[src/rtl/risc_v_mike_uart_tx_if.sv]
// MMIO bus bundle shared between the core's decode path and its responders.
// The core drives address/strobe/data; a responder returns combinational read data.
interface risc_v_mike_uart_tx_if;
  logic [31:0] data_mmio_addr;
  logic        data_mmio_wr_addr_val;
  logic [31:0] data_mmio_wr_data;
  logic [31:0] data_mmio_rd_data;

  modport master (
    output data_mmio_addr,
    output data_mmio_wr_addr_val,
    output data_mmio_wr_data,
    input  data_mmio_rd_data
  );

  modport slave (
    input  data_mmio_addr,
    input  data_mmio_wr_addr_val,
    input  data_mmio_wr_data,
    output data_mmio_rd_data
  );
endinterface

[src/rtl/risc_v_mike_uart_tx.sv]
// MMIO-mapped 8N1 UART transmitter with a transmit FIFO and programmable baud divisor.
// Handshake: a write is taken on every clk edge where wr_addr_val is high and the block is selected.
module risc_v_mike_uart_tx #(
  parameter logic [31:0] BASE_ADDR        = 32'h1001_0100,
  parameter int          FIFO_DEPTH       = 8,
  parameter logic [15:0] DEFAULT_BAUD_DIV = 16'd434
) (
  input  logic                        clk,
  input  logic                        rst,
  risc_v_mike_uart_tx_if.slave        mmio,
  output logic                        uart_tx,
  output logic                        tx_busy,
  output logic [1:0]                  fsm_state
);

  localparam int AW = $clog2(FIFO_DEPTH);
  localparam int CW = AW + 1;
  localparam logic [CW-1:0] DEPTH_C = CW'(FIFO_DEPTH);

  typedef enum logic [1:0] {
    S_IDLE  = 2'd0,
    S_START = 2'd1,
    S_DATA  = 2'd2,
    S_STOP  = 2'd3
  } state_t;

  // ---------------- bus decode ----------------
  logic        sel;
  logic [3:0]  off;
  logic        wr_en;
  logic        push_req;
  logic        push_ok;
  logic        pop;
  logic [15:0] unused_wr_hi;

  assign sel          = (mmio.data_mmio_addr[31:4] == BASE_ADDR[31:4]);
  assign off          = mmio.data_mmio_addr[3:0];
  assign wr_en        = mmio.data_mmio_wr_addr_val & sel & (off[1:0] == 2'b00);
  assign push_req     = wr_en & (off[3:2] == 2'd0);
  assign unused_wr_hi = mmio.data_mmio_wr_data[31:16];

  // ---------------- control registers ----------------
  logic [15:0] baud_div;
  logic [15:0] baud_eff;
  logic        enable;
  logic        overflow;

  logic [7:0]    fifo_mem [FIFO_DEPTH];
  logic [AW-1:0] wr_ptr;
  logic [AW-1:0] rd_ptr;
  logic [CW-1:0] count;
  logic          full;
  logic          empty;

  assign baud_eff = (baud_div == 16'd0) ? 16'd1 : baud_div;
  assign full     = (count == DEPTH_C);
  assign empty    = (count == '0);
  // A pop in the same cycle frees the slot, so a push to a full FIFO still lands.
  assign push_ok  = push_req & (~full | pop);

  always_ff @(posedge clk) begin
    if (rst) begin
      baud_div <= DEFAULT_BAUD_DIV;
      enable   <= 1'b1;
      overflow <= 1'b0;
    end else begin
      if (wr_en && off[3:2] == 2'd2) baud_div <= mmio.data_mmio_wr_data[15:0];
      if (wr_en && off[3:2] == 2'd3) enable   <= mmio.data_mmio_wr_data[0];
      if (push_req && full && !pop) begin
        overflow <= 1'b1;
      end else if (wr_en && off[3:2] == 2'd1 && mmio.data_mmio_wr_data[3]) begin
        overflow <= 1'b0;
      end
    end
  end

  // ---------------- transmit FIFO ----------------
  always_ff @(posedge clk) begin
    if (!rst && push_ok) fifo_mem[wr_ptr] <= mmio.data_mmio_wr_data[7:0];
  end

  always_ff @(posedge clk) begin
    if (rst) begin
      wr_ptr <= '0;
      rd_ptr <= '0;
      count  <= '0;
    end else begin
      if (push_ok) wr_ptr <= wr_ptr + 1'b1;
      if (pop)     rd_ptr <= rd_ptr + 1'b1;
      case ({push_ok, pop})
        2'b10:   count <= count + 1'b1;
        2'b01:   count <= count - 1'b1;
        default: count <= count;
      endcase
    end
  end

  // ---------------- frame FSM ----------------
  state_t      state_q;
  state_t      state_d;
  logic [15:0] timer_q;
  logic [2:0]  bit_idx_q;
  logic [7:0]  shift_q;
  logic        bit_done;
  logic        can_pop;

  assign bit_done = (timer_q <= 16'd1);
  assign can_pop  = enable & ~empty;

  always_ff @(posedge clk) begin
    if (rst) state_q <= S_IDLE;
    else     state_q <= state_d;
  end

  always_comb begin
    state_d = state_q;
    pop     = 1'b0;
    case (state_q)
      S_IDLE: begin
        if (can_pop) begin
          pop     = 1'b1;
          state_d = S_START;
        end
      end
      S_START: begin
        if (bit_done) state_d = S_DATA;
      end
      S_DATA: begin
        if (bit_done && bit_idx_q == 3'd7) state_d = S_STOP;
      end
      S_STOP: begin
        if (bit_done) begin
          if (can_pop) begin
            pop     = 1'b1;
            state_d = S_START;
          end else begin
            state_d = S_IDLE;
          end
        end
      end
      default: state_d = S_IDLE;
    endcase
  end

  // Timer reloads from the live divisor at each bit boundary, never mid-bit.
  always_ff @(posedge clk) begin
    if (rst) begin
      timer_q   <= 16'd0;
      bit_idx_q <= 3'd0;
      shift_q   <= 8'd0;
    end else if (pop) begin
      shift_q   <= fifo_mem[rd_ptr];
      timer_q   <= baud_eff;
      bit_idx_q <= 3'd0;
    end else if (state_q != S_IDLE) begin
      if (bit_done) begin
        timer_q <= baud_eff;
        if (state_q == S_DATA) begin
          shift_q   <= shift_q >> 1;
          bit_idx_q <= bit_idx_q + 3'd1;
        end
      end else begin
        timer_q <= timer_q - 16'd1;
      end
    end
  end

  always_comb begin
    uart_tx = 1'b1;
    case (state_q)
      S_START: uart_tx = 1'b0;
      S_DATA:  uart_tx = shift_q[0];
      default: uart_tx = 1'b1;
    endcase
    tx_busy = (state_q != S_IDLE) | ~empty;
  end

  assign fsm_state = state_q;

  // ---------------- read mux ----------------
  // STATUS busy reports a frame on the line; queued-but-unsent bytes show via empty/count.
  logic [31:0] status_word;

  always_comb begin
    status_word          = 32'h0;
    status_word[0]       = full;
    status_word[1]       = empty;
    status_word[2]       = (state_q != S_IDLE);
    status_word[3]       = overflow;
    status_word[8 +: CW] = count;
  end

  always_comb begin
    mmio.data_mmio_rd_data = 32'h0;
    if (sel && off[1:0] == 2'b00) begin
      case (off[3:2])
        2'd1:    mmio.data_mmio_rd_data = status_word;
        2'd2:    mmio.data_mmio_rd_data = {16'h0, baud_div};
        2'd3:    mmio.data_mmio_rd_data = {31'h0, enable};
        default: mmio.data_mmio_rd_data = 32'h0;
      endcase
    end
  end

endmodule

[src/flat_wrapper.sv]
// flat-port wrapper written by rule: the top's interface ports become plain ports
module risc_v_mike_uart_tx_flat 
#(
  parameter logic [31:0] BASE_ADDR        = 32'h1001_0100,
  parameter int          FIFO_DEPTH       = 8,
  parameter logic [15:0] DEFAULT_BAUD_DIV = 16'd434
)
  (clk, rst, uart_tx, tx_busy, fsm_state, mmio_data_mmio_addr, mmio_data_mmio_wr_addr_val, mmio_data_mmio_wr_data, mmio_data_mmio_rd_data);
  risc_v_mike_uart_tx_if mmio_i ();
  input  logic clk;
  input  logic rst;
  output logic uart_tx;
  output logic tx_busy;
  output logic [1:0] fsm_state;
  input wire logic [$bits(mmio_i.data_mmio_addr)-1:0] mmio_data_mmio_addr;
  input wire logic [$bits(mmio_i.data_mmio_wr_addr_val)-1:0] mmio_data_mmio_wr_addr_val;
  input wire logic [$bits(mmio_i.data_mmio_wr_data)-1:0] mmio_data_mmio_wr_data;
  output wire logic [$bits(mmio_i.data_mmio_rd_data)-1:0] mmio_data_mmio_rd_data;
  assign mmio_i.data_mmio_addr = mmio_data_mmio_addr;
  assign mmio_i.data_mmio_wr_addr_val = mmio_data_mmio_wr_addr_val;
  assign mmio_i.data_mmio_wr_data = mmio_data_mmio_wr_data;
  assign mmio_data_mmio_rd_data = mmio_i.data_mmio_rd_data;
  risc_v_mike_uart_tx #(.BASE_ADDR(BASE_ADDR), .FIFO_DEPTH(FIFO_DEPTH), .DEFAULT_BAUD_DIV(DEFAULT_BAUD_DIV)) u_core (.clk(clk), .rst(rst), .mmio(mmio_i), .uart_tx(uart_tx), .tx_busy(tx_busy), .fsm_state(fsm_state));
endmodule
[config.mk]
export PLATFORM = sky130hd
export DESIGN_NAME = risc_v_mike_uart_tx_flat
export DESIGN_NICKNAME = d
export VERILOG_FILES = /design/src/rtl/risc_v_mike_uart_tx_if.sv /design/src/rtl/risc_v_mike_uart_tx.sv /design/src/flat_wrapper.sv
export SDC_FILE = /design/constraint.sdc
export NUM_CORES = 1
export LEC_CHECK = 0
export ABC_AREA = 1
export CAP_MARGIN = 40
export CORE_MARGIN = 5
export CORE_UTILIZATION = 48
export DETAILED_ROUTE_END_ITERATION = 10
export HOLD_SLACK_MARGIN = 0.03
export PLACE_DENSITY_LB_ADDON = 0.15
export SYNTH_ARGS = -nofsm -noshare
export SYNTH_HDL_FRONTEND = slang
export SYNTH_SLANG_ARGS = --single-unit
[constraint.sdc]
create_clock -name clk -period 2.4 [get_ports clk]
set_input_delay 0.48 -clock clk [delete_from_list [all_inputs] [get_ports clk]]
set_output_delay 0.48 -clock clk [all_outputs]
set_load 0.05 [all_outputs]
# Word-level counts from Yosys, hierarchy flattened
# Memories as Yosys holds them, arrays and structs flattened. A register that Yosys moved wholly into a read port is not among the register bits.
# Index checks and enable logic that the tools add are counted.
[totals]
mem_bits_rw = 64
inputBits = 67
register_bits = 57
memories = 1
[classes]
bitwise = 9
eq_ne = 15
n_addsub = 6
n_mux = 27
reduce_logical = 26
order_cmp = 1
[mem_list]
columns = ["memory", "words", "word_bits", "read_ports", "rd_clocked_by_memory_dff", "wr", "line_no", "rtl"]
rows = [
  ["u_core.fifo_mem", 8, 8, 1, 1, 1, "risc_v_mike_uart_tx.sv:48", "logic [7:0] fifo_mem [FIFO_DEPTH];"],
]
[op_table]
columns = ["operator", "n"]
rows = [
  ["2-to-1 mux 16 bit", 4],
  ["case mux 16 bit (3 select lines)", 1],
  ["2-to-1 mux 32 bit", 1],
  ["2-to-1 mux 8 bit", 4],
  ["== test 28 x 25 -> 1 bit (second input constant)", 1],
  ["<= comparator 16 x 1 -> 1 bit (second input constant)", 1],
  ["logical NOT 16 bit", 1],
  ["subtractor 16 x 1 -> 16 bit (second input constant)", 1],
  ["nonzero test 2 bit", 6],
  ["== test 2 bit (second input constant)", 5],
  ["adder 3 x 1 -> 3 bit (second input constant)", 3],
  ["logical AND 1 bit", 9],
  ["2-to-1 mux 2 bit", 4],
  ["!= test 2 x 1 -> 1 bit (second input constant)", 4],
  ["case mux 2 bit (4 select lines)", 1],
  ["case mux 4 bit (2 select lines)", 1],
  ["2-to-1 mux 1 bit", 7],
  ["== test 2 x 1 -> 1 bit (second input constant)", 3],
  ["logical NOT 2 bit", 3],
  ["2-to-1 mux 3 bit", 2],
  ["AND reduction 3 bit", 2],
  ["bitwise AND 1 bit", 5],
  ["adder 4 x 1 -> 4 bit (second input constant)", 1],
  ["== test 4 bit (second input constant)", 1],
  ["other kinds (9)", 13],
]

# Depth between registers and ports, before layout
# Gate-level depths: netlist of run 1.
[logic_depth]
word_depth = 11
depth_mapped = 18
ltp_nobuf = 18

# Worst setup path before layout of run 1
# OpenSTA, ideal clock, no wires.
[synth_path]
kind = "register -> output"
from = "register u_core.state_q[0], in the netlist u_core.fsm_state[0]"
to = "output port uart_tx"
arrival_ps = 2282
setup_slack_ps = -362
stages_incl_launch_ff = 4
cell_sequence = "dfxtp_1 -> inv_1 -> ha_1 -> o21ai_0"
[synth_between]
elab_chain_len = 2
[synth_rtl]
columns = ["item", "line_no", "rtl"]
rows = [
  ["start: declaration", "risc_v_mike_uart_tx.sv:99", "state_t state_q;"],
  ["start signal: assignment", "risc_v_mike_uart_tx.sv:112", "else state_q <= state_d;"],
  ["== test 2 bit or == test 2 x 1 -> 1 bit (tied branches)", "risc_v_mike_uart_tx.sv:170", "case (state_q)"],
  ["case mux 1 bit (2 select lines) (*)", "risc_v_mike_uart_tx.sv:170", ""],
  ["end: declaration", "flat_wrapper.sv:12", "output logic uart_tx;"],
]
# Mark *: on every way between the ends. The rest lies on a longest branch, timed or not.

# Worst setup path in the final report of run 1
[layout_path]
from = "input port mmio_data_mmio_addr[0]"
to = "output port mmio_data_mmio_rd_data[14]"
[layout_between]
elab_chain_len = 3
[layout_rtl]
columns = ["item", "line_no", "rtl"]
rows = [
  ["start: declaration", "flat_wrapper.sv:15", "input wire logic [$bits(mmio_i.data_mmio_addr)-1:0] mmio_data_mmio_addr;"],
  ["logical NOT 2 bit", "risc_v_mike_uart_tx.sv:195", "if (sel && off[1:0] == 2'b00) begin"],
  ["logical AND 1 bit", "risc_v_mike_uart_tx.sv:195", ""],
  ["2-to-1 mux 32 bit", "risc_v_mike_uart_tx.sv:195", ""],
  ["end: declaration", "flat_wrapper.sv:18", "output wire logic [$bits(mmio_i.data_mmio_rd_data)-1:0] mmio_data_mmio_rd_data;"],
]
# Every way passes these cells.

==> flow_summary.json, run 1 <==
{
  "outcome": "finished, final reports clean",
  "place_ws_ns": -0.392,
  "num_antenna_cells": 0,
  "htreeDepth": 4,
  "syn_area_um2": 6060,
  "fill_cells": 1010,
  "p_per_area_nw_per_um2": 975,
  "dp_cells": 963,
  "num_io_pins": 103,
  "combPwrFrac": 0.363,
  "wl_met3_mm": 1.13,
  "wl_met2_mm": 7.73,
  "synth_cell_type_count": 40,
  "hold_viol": 0,
  "fp.dieArea_um2": 15000,
  "synth_area_per_cell_um2": 8.64,
  "ant_nets": 0,
  "area_growth_pct": 34.7,
  "holdWs_ns": 0.462,
  "worstMarginPinSlew_ns": 0.662,
  "synth_mux_area_frac": 0,
  "cts_buffer_depth": 2,
  "max_cap_violations": 0,
  "hold_path_class": "reg2reg",
  "final_cells": 1004,
  "antenna_found_initial": 0,
  "wl_met1_mm": 6.88,
  "seqCellArea_um2": 3130,
  "p_sw_w": 0.00294,
  "required_ns": 1.92,
  "die_w_um": 122,
  "fin_crit_ns": 2.29,
  "grt_pass1_wl_mm": 25.8,
  "post-route-period-util": 0.955,
  "track_usage": 0.220,
  "timing.final.ws_setup_ns": 0.108,
  "wire_per_inst_um": 16.0,
  "final_common_cell": "nand2_1",
  "fin_nets": 901,
  "p_leak_nw": 3.50,
  "root_buffer": "clkbuf_16",
  "clock_sinks": 124,
  "dp_hpwl_mm": 10.9,
  "sequentialPowerShare": 0.319,
  "synth-xor-area-share": 0.0231,
  "layout-drive-gt1-share": 0.188,
  "synth-seq-cells": 124,
  "drc": 0,
  "synthCells": 702,
  "clk_latency_ns": 0.41,
  "p_int_w": 0.00502,
  "vias": 5398,
  "endpoint_kind": "output pin",
  "cts_hold_buf": 0,
  "numCtsBuffers": 17,
  "slew_headroom": 0.558,
  "switching_share": 0.370,
  "dr.pass1.iters": 7,
  "ys_seq_area_frac": 0.515,
  "postLayoutCoreUtil": 0.653,
  "vias_per_cell": 5.38,
  "yosys_warnings": 0,
  "final_cell_mix": "nand2_1, nor2_1, edfxtp_1",
  "core-area_um2": 12500,
  "routed.top_layer": "met4",
  "multi_input_area_um2": 2650,
  "pwr-share-clk": 0.318,
  "die_h_um": 122,
  "synth_top_family_by_area": "simple AND/OR/NAND/NOR gates",
  "drv_slew": 0,
  "setup_viol": 0,
  "grt_max_degree": 33,
  "overflow": 0,
  "worstPathMaxFanout": 8,
  "port_buffers": 70,
  "start_util": 0.484,
  "synth_fa_ha_area_frac": 0.0322,
  "cts_tree": "done",
  "synthSimpleGateAreaFrac": 0.217,
  "clk_pin_slew_worst_paths_ns": 0.06,
  "critPathKind": "in2out",
  "start_kind": "input port",
  "grt_pass1_vias": 5271,
  "drt_iter0_drc": 601,
  "synth-compound-area-share": 0.129,
  "ir_worst_vdd_uv": 567,
  "routabilityCongestion": 0.881,
  "clock.fmax_mhz": 436,
  "crit_arrival_ns": 1.81,
  "timing.setup.tns_ns": 0,
  "finalWirelength_mm": 16.0,
  "rows": 41,
  "clock_skew_ns": 0.00612
}
-- final cells by class --
| cell class | count | share of cell area |
|---|---|---|
| clock buffers | 17 | 0.0521 |
| clock inverters | 15 | 0.0195 |
| inverters | 61 | 0.0283 |
| multi-input cells | 490 | 0.324 |
| flip-flops and latches | 124 | 0.383 |
| well taps | 172 | 0.0263 |
| repair buffers | 125 | 0.166 |
-- worst max-delay path, cell delays in order --
cell	delay, ns
dlygate4sd2_1	0.23
nor2_1	0.13
nand4_1	0.11
nor2_2	0.13
nand2_2	0.12
buf_12	0.18
nor3_4	0.19
buf_6	0.12
buf_12	0.12
-- through the flow --
stage                     area, um2  total power, W
after floorplan                6120         0.00474
after global placement         7260         0.00525
after detailed placement       7260         0.00530
after CTS                      7900         0.00786
after global routing           8170         0.00838
final                          8170         0.00797
-- cells in the mapped netlist, drive strengths merged --
cell type | count | area share
a21oi | 34 | 0.028
fa | 1 | 0.0033
o22ai | 14 | 0.014
a211oi | 11 | 0.014
o21ai | 60 | 0.050
edfxtp | 64 | 0.32
nor2 | 116 | 0.075
conb | 1 | 0.00062
nor4 | 5 | 0.0052
nand4 | 7 | 0.0072
and3 | 1 | 0.0010
xnor2 | 8 | 0.012
xor2 | 8 | 0.012
o211ai | 13 | 0.016
inv | 61 | 0.038
nand2 | 116 | 0.075
nand3b | 2 | 0.0045
or2 | 1 | 0.0010
a22oi | 1 | 0.0012
buf | 26 | 0.035
ha | 14 | 0.029
nor3 | 26 | 0.021
clkbuf | 16 | 0.010
a221oi | 1 | 0.0014
o21bai | 3 | 0.0037
dfxtp | 60 | 0.20
nand3 | 32 | 0.026
-- final timing paths --
| path | from | end | slack [ns] | cells past startpoint |
|---|---|---|---|---|
| min reg2reg | u_core.rd_ptr[2]$_SDFFE_PP0P_ | u_core.rd_ptr[2]$_SDFFE_PP0P_ | 0.46 | 2 |
| min | u_core.rd_ptr[2]$_SDFFE_PP0P_ | u_core.rd_ptr[2]$_SDFFE_PP0P_ | 0.46 | 2 |
| max reg2reg | u_core.timer_q[0]$_SDFFE_PP0P_ | u_core.count[3]$_SDFFE_PP0P_ | 0.18 | 17 |
| max | mmio_data_mmio_addr[0] | mmio_data_mmio_rd_data[14] | 0.11 | 9 |
-- registers in the layout (all words and copies together) (netlist names), named ones only --
| register | count |
|---|---|
| u_core.fifo_mem | 64 |
| u_core.baud_div | 16 |
| u_core.timer_q | 16 |
| u_core.shift_q | 8 |
| u_core.count | 4 |
| u_core.bit_idx_q | 3 |
| u_core.rd_ptr | 3 |
| u_core.wr_ptr | 3 |
| u_core.fsm_state | 2 |
| u_core.enable | 1 |
| u_core.overflow | 1 |
-- repair_timing --
action | CTS | global route
pin swaps | 10 | 27
cloned | 1 | 0
buffers inserted | 1 | 7
endpoints found under the setup margin | 16 | 82
resized for setup | 18 | 65
-- power by group through the flow --
stage                     clock [W]  sequential, W  combinational (W)
after floorplan                   0        0.00259            0.00215
after global placement            0        0.00256            0.00269
after detailed placement          0        0.00257            0.00273
after CTS                   0.00256        0.00253            0.00277
after global routing        0.00267        0.00255            0.00316
final                       0.00253        0.00254            0.00289
-- kinds of logic (layout without fill, tap and decap cells) --
family / Yosys count / count (layout)
AND/OR/NAND/NOR: 306 / 306
AO/OA/AOI/OAI: 137 / 137
flip-flops: 124 / 124
buffers and inverters: 103 / 218
XOR/XNOR: 16 / 16
adder cells (fa/ha/maj): 15 / 15
other: 1 / 16
-- metal layers --
metal / vias up / global-route usage
met1: 2552 / 0.289
met2: 223 / 0.358
met4: 0 / 0.0854
li1: 2594 / -
met5: - / 0
met3: 29 / 0.0447
Note: power is estimated with default switching activity, not from simulation.
==> run 2, diff against run 1 <==
--- a/config.mk
+++ b/config.mk
@@ -8,7 +8,7 @@
 export ABC_AREA = 1
 export CAP_MARGIN = 40
 export CORE_MARGIN = 5
-export CORE_UTILIZATION = 48
+export CORE_UTILIZATION = 40
 export DETAILED_ROUTE_END_ITERATION = 10
 export HOLD_SLACK_MARGIN = 0.03
 export PLACE_DENSITY_LB_ADDON = 0.15
==> run 2 against run 1 <==
Sequential share of layout area is 0.40 points lower. Total power is 1.1% higher. Cell count is 1.2% higher. Via count is 4.1% lower. Critical path type is now reg2out. Sequential power hardly changed. Setup slack worse by 0.015 ns. Clock power is 8% higher. Count of clock-buffer cells in the layout is 1 higher. Register-to-register slack hardly changed. Core utilization is 10 points lower. Largest cell class unchanged.
==> flow_summary.json, run 2 (synthesized netlist as in run 1, its figures left out) <==
{
  "outcome": "finished, final reports clean",
  "ff2ff_path_depth": 17,
  "hold_start": "u_core.rd_ptr[2]$_SDFFE_PP0P_",
  "critPathKind": "reg2out",
  "p_per_area_nw_per_um2": 977,
  "grt_pass1_vias": 5278,
  "dp_hpwl_mm": 11.5,
  "post-route-period-util": 0.961,
  "routabilityCongestion": 0.832,
  "pwr-share-clk": 0.339,
  "postLayoutCoreUtil": 0.548,
  "rows": 45,
  "required_ns": 1.92,
  "drv_slew": 0,
  "grt_max_degree": 35,
  "max_cap_violations": 0,
  "slew_headroom": 0.562,
  "worstSetupEndpoint": "mmio_data_mmio_rd_data[2]",
  "setup_viol": 0,
  "worstPathMaxFanout": 6,
  "r2r_slack_ns": 0.18,
  "vias": 5176,
  "p_int_w": 0.00524,
  "clk_latency_ns": 0.42,
  "wire_per_inst_um": 16.1,
  "antenna_found_initial": 1,
  "layout-drive-gt1-share": 0.186,
  "sequentialPowerShare": 0.314,
  "place_ws_ns": -0.375,
  "worstMarginPinSlew_ns": 0.652,
  "root_buffer": "clkbuf_16",
  "fp.dieArea_um2": 17700,
  "ir_worst_vdd_uv": 695,
  "grt_pass1_wl_mm": 26.0,
  "clk_pin_slew_worst_paths_ns": 0.05,
  "clock_sinks": 124,
  "fin_crit_ns": 2.31,
  "drc": 0,
  "vias_per_cell": 5.09,
  "final_common_cell": "nand2_1",
  "largest_reg_flops": 64,
  "clock_skew_ns": 0.00416,
  "port_buffers": 70,
  "p_leak_nw": 3.41,
  "hold_path_class": "reg2reg",
  "clock.fmax_mhz": 434,
  "worstSetupStartpoint": "u_core.fsm_state[0]$_SDFFE_PP0P_",
  "r2r-start": "u_core.timer_q[0]$_SDFFE_PP0P_",
  "combPwrFrac": 0.347,
  "finalWirelength_mm": 16.4,
  "timing.final.ws_setup_ns": 0.0937,
  "min_path_cells": 2,
  "track_usage": 0.187,
  "hold_viol": 0,
  "fin_nets": 897,
  "final_cell_mix": "nand2_1, nor2_1, edfxtp_1",
  "p_sw_w": 0.00281,
  "top_register": "u_core.fifo_mem",
  "numCtsBuffers": 17,
  "die_h_um": 133,
  "core-area_um2": 15000,
  "crit_arrival_ns": 1.83,
  "start_util": 0.403,
  "overflow": 0,
  "cts_tree": "done",
  "htreeDepth": 4,
  "fill_cells": 1393,
  "ant_nets": 0,
  "endpoint_kind": "output pin",
  "r2r-end": "u_core.count[3]$_SDFFE_PP0P_",
  "drt_iter0_drc": 312,
  "num_io_pins": 103,
  "cts_buffer_depth": 2,
  "die_w_um": 133,
  "switching_share": 0.349,
  "dr.pass1.iters": 5,
  "area_growth_pct": 35.9,
  "reg_top3": "u_core.fifo_mem: 64 flops, u_core.baud_div: 16 flops, u_core.timer_q: 16 flops",
  "start_kind": "flip-flop"
}
run 2: cell type report:
cell class / count / area (um2) / area share
Multi-Input combinational cell: 490 / 2700 / 0.328
Antenna cell: 1 / 2.50 / 0.000304
Clock buffer: 18 / 429 / 0.0521
Clock inverter: 13 / 199 / 0.0241
Timing Repair Buffer: 121 / 1320 / 0.160
Sequential cell: 124 / 3130 / 0.379
Inverter: 61 / 231 / 0.0281
Tap cell: 188 / 235 / 0.0285
run 2: repair_timing:
item | 4_1_cts | 5_1_grt
endpoints found under the setup margin | 16 | 88
gates resized for setup | 42 | 59
cloned | 1 | 0
pin swaps | 12 | 11
buffers inserted | 3 | 0
hold buffers | 0 | 0
run 2: per-layer routing:
| metal | up-vias | part of all wire | global-route usage |
|---|---|---|---|
| li1 | 2587 | - | - |
| met1 | 2429 | 0.43 | 0.226 |
| met2 | 141 | 0.49 | 0.319 |
| met3 | 19 | 0.057 | 0.0551 |
| met4 | 0 | 0.018 | 0.0623 |
| met5 | - | 0 | 0 |
run 2: how the worst min path moves through the flow:
stage | slack [ns] | end
3_5_place_dp | 0.46 | u_core.bit_idx_q[1]$_SDFFE_PP0P_
2_1_floorplan | 0.43 | flip-flop
5_1_grt | 0.49 | u_core.bit_idx_q[1]$_SDFFE_PP0P_
3_3_place_gp | 0.46 | u_core.bit_idx_q[1]$_SDFFE_PP0P_
6_report | 0.47 | flip-flop
4_1_cts | 0.47 | u_core.bit_idx_q[1]$_SDFFE_PP0P_
run 2: power groups by stage:
stage | clock network, W | registers (W) | logic, W
final | 0.00273 | 0.00253 | 0.00280
after global routing | 0.00287 | 0.00255 | 0.00311
after CTS | 0.00277 | 0.00253 | 0.00275
after detailed placement | 0 | 0.00257 | 0.00275
after global placement | 0 | 0.00256 | 0.00271
after floorplan | 0 | 0.00259 | 0.00215
run 2: per-stage QoR:
step	setup TNS, ns	cells	hold slack, ns	power, W	area, um2
after floorplan	-1.22	717	0.433	0.00474	6120
after global placement	-22.86	981	0.456	0.00527	7310
after detailed placement	-24.95	981	0.464	0.00532	7310
after CTS	-0.132	1015	0.472	0.00805	8020
after global routing	-0.00449	1016	0.489	0.00853	8240
final	0	1016	0.466	0.00805	8240
run 2: critical path, cell delays in order (launching register included):
cell	delay, ns
dfxtp_2	0.37
inv_1	0.11
ha_1	0.29
inv_2	0.11
nand2_1	0.10
a21oi_4	0.17
buf_4	0.14
buf_12	0.12
==> run 3, diff against run 2 <==
--- a/config.mk
+++ b/config.mk
@@ -6,6 +6,7 @@
 export NUM_CORES = 1
 export LEC_CHECK = 0
 export ABC_AREA = 1
+export ABC_CLOCK_PERIOD_IN_PS = 2400
 export CAP_MARGIN = 40
 export CORE_MARGIN = 5
 export CORE_UTILIZATION = 40
==> results of run 3 <==
Final layout, timing and power as in run 2 (identical DEF).
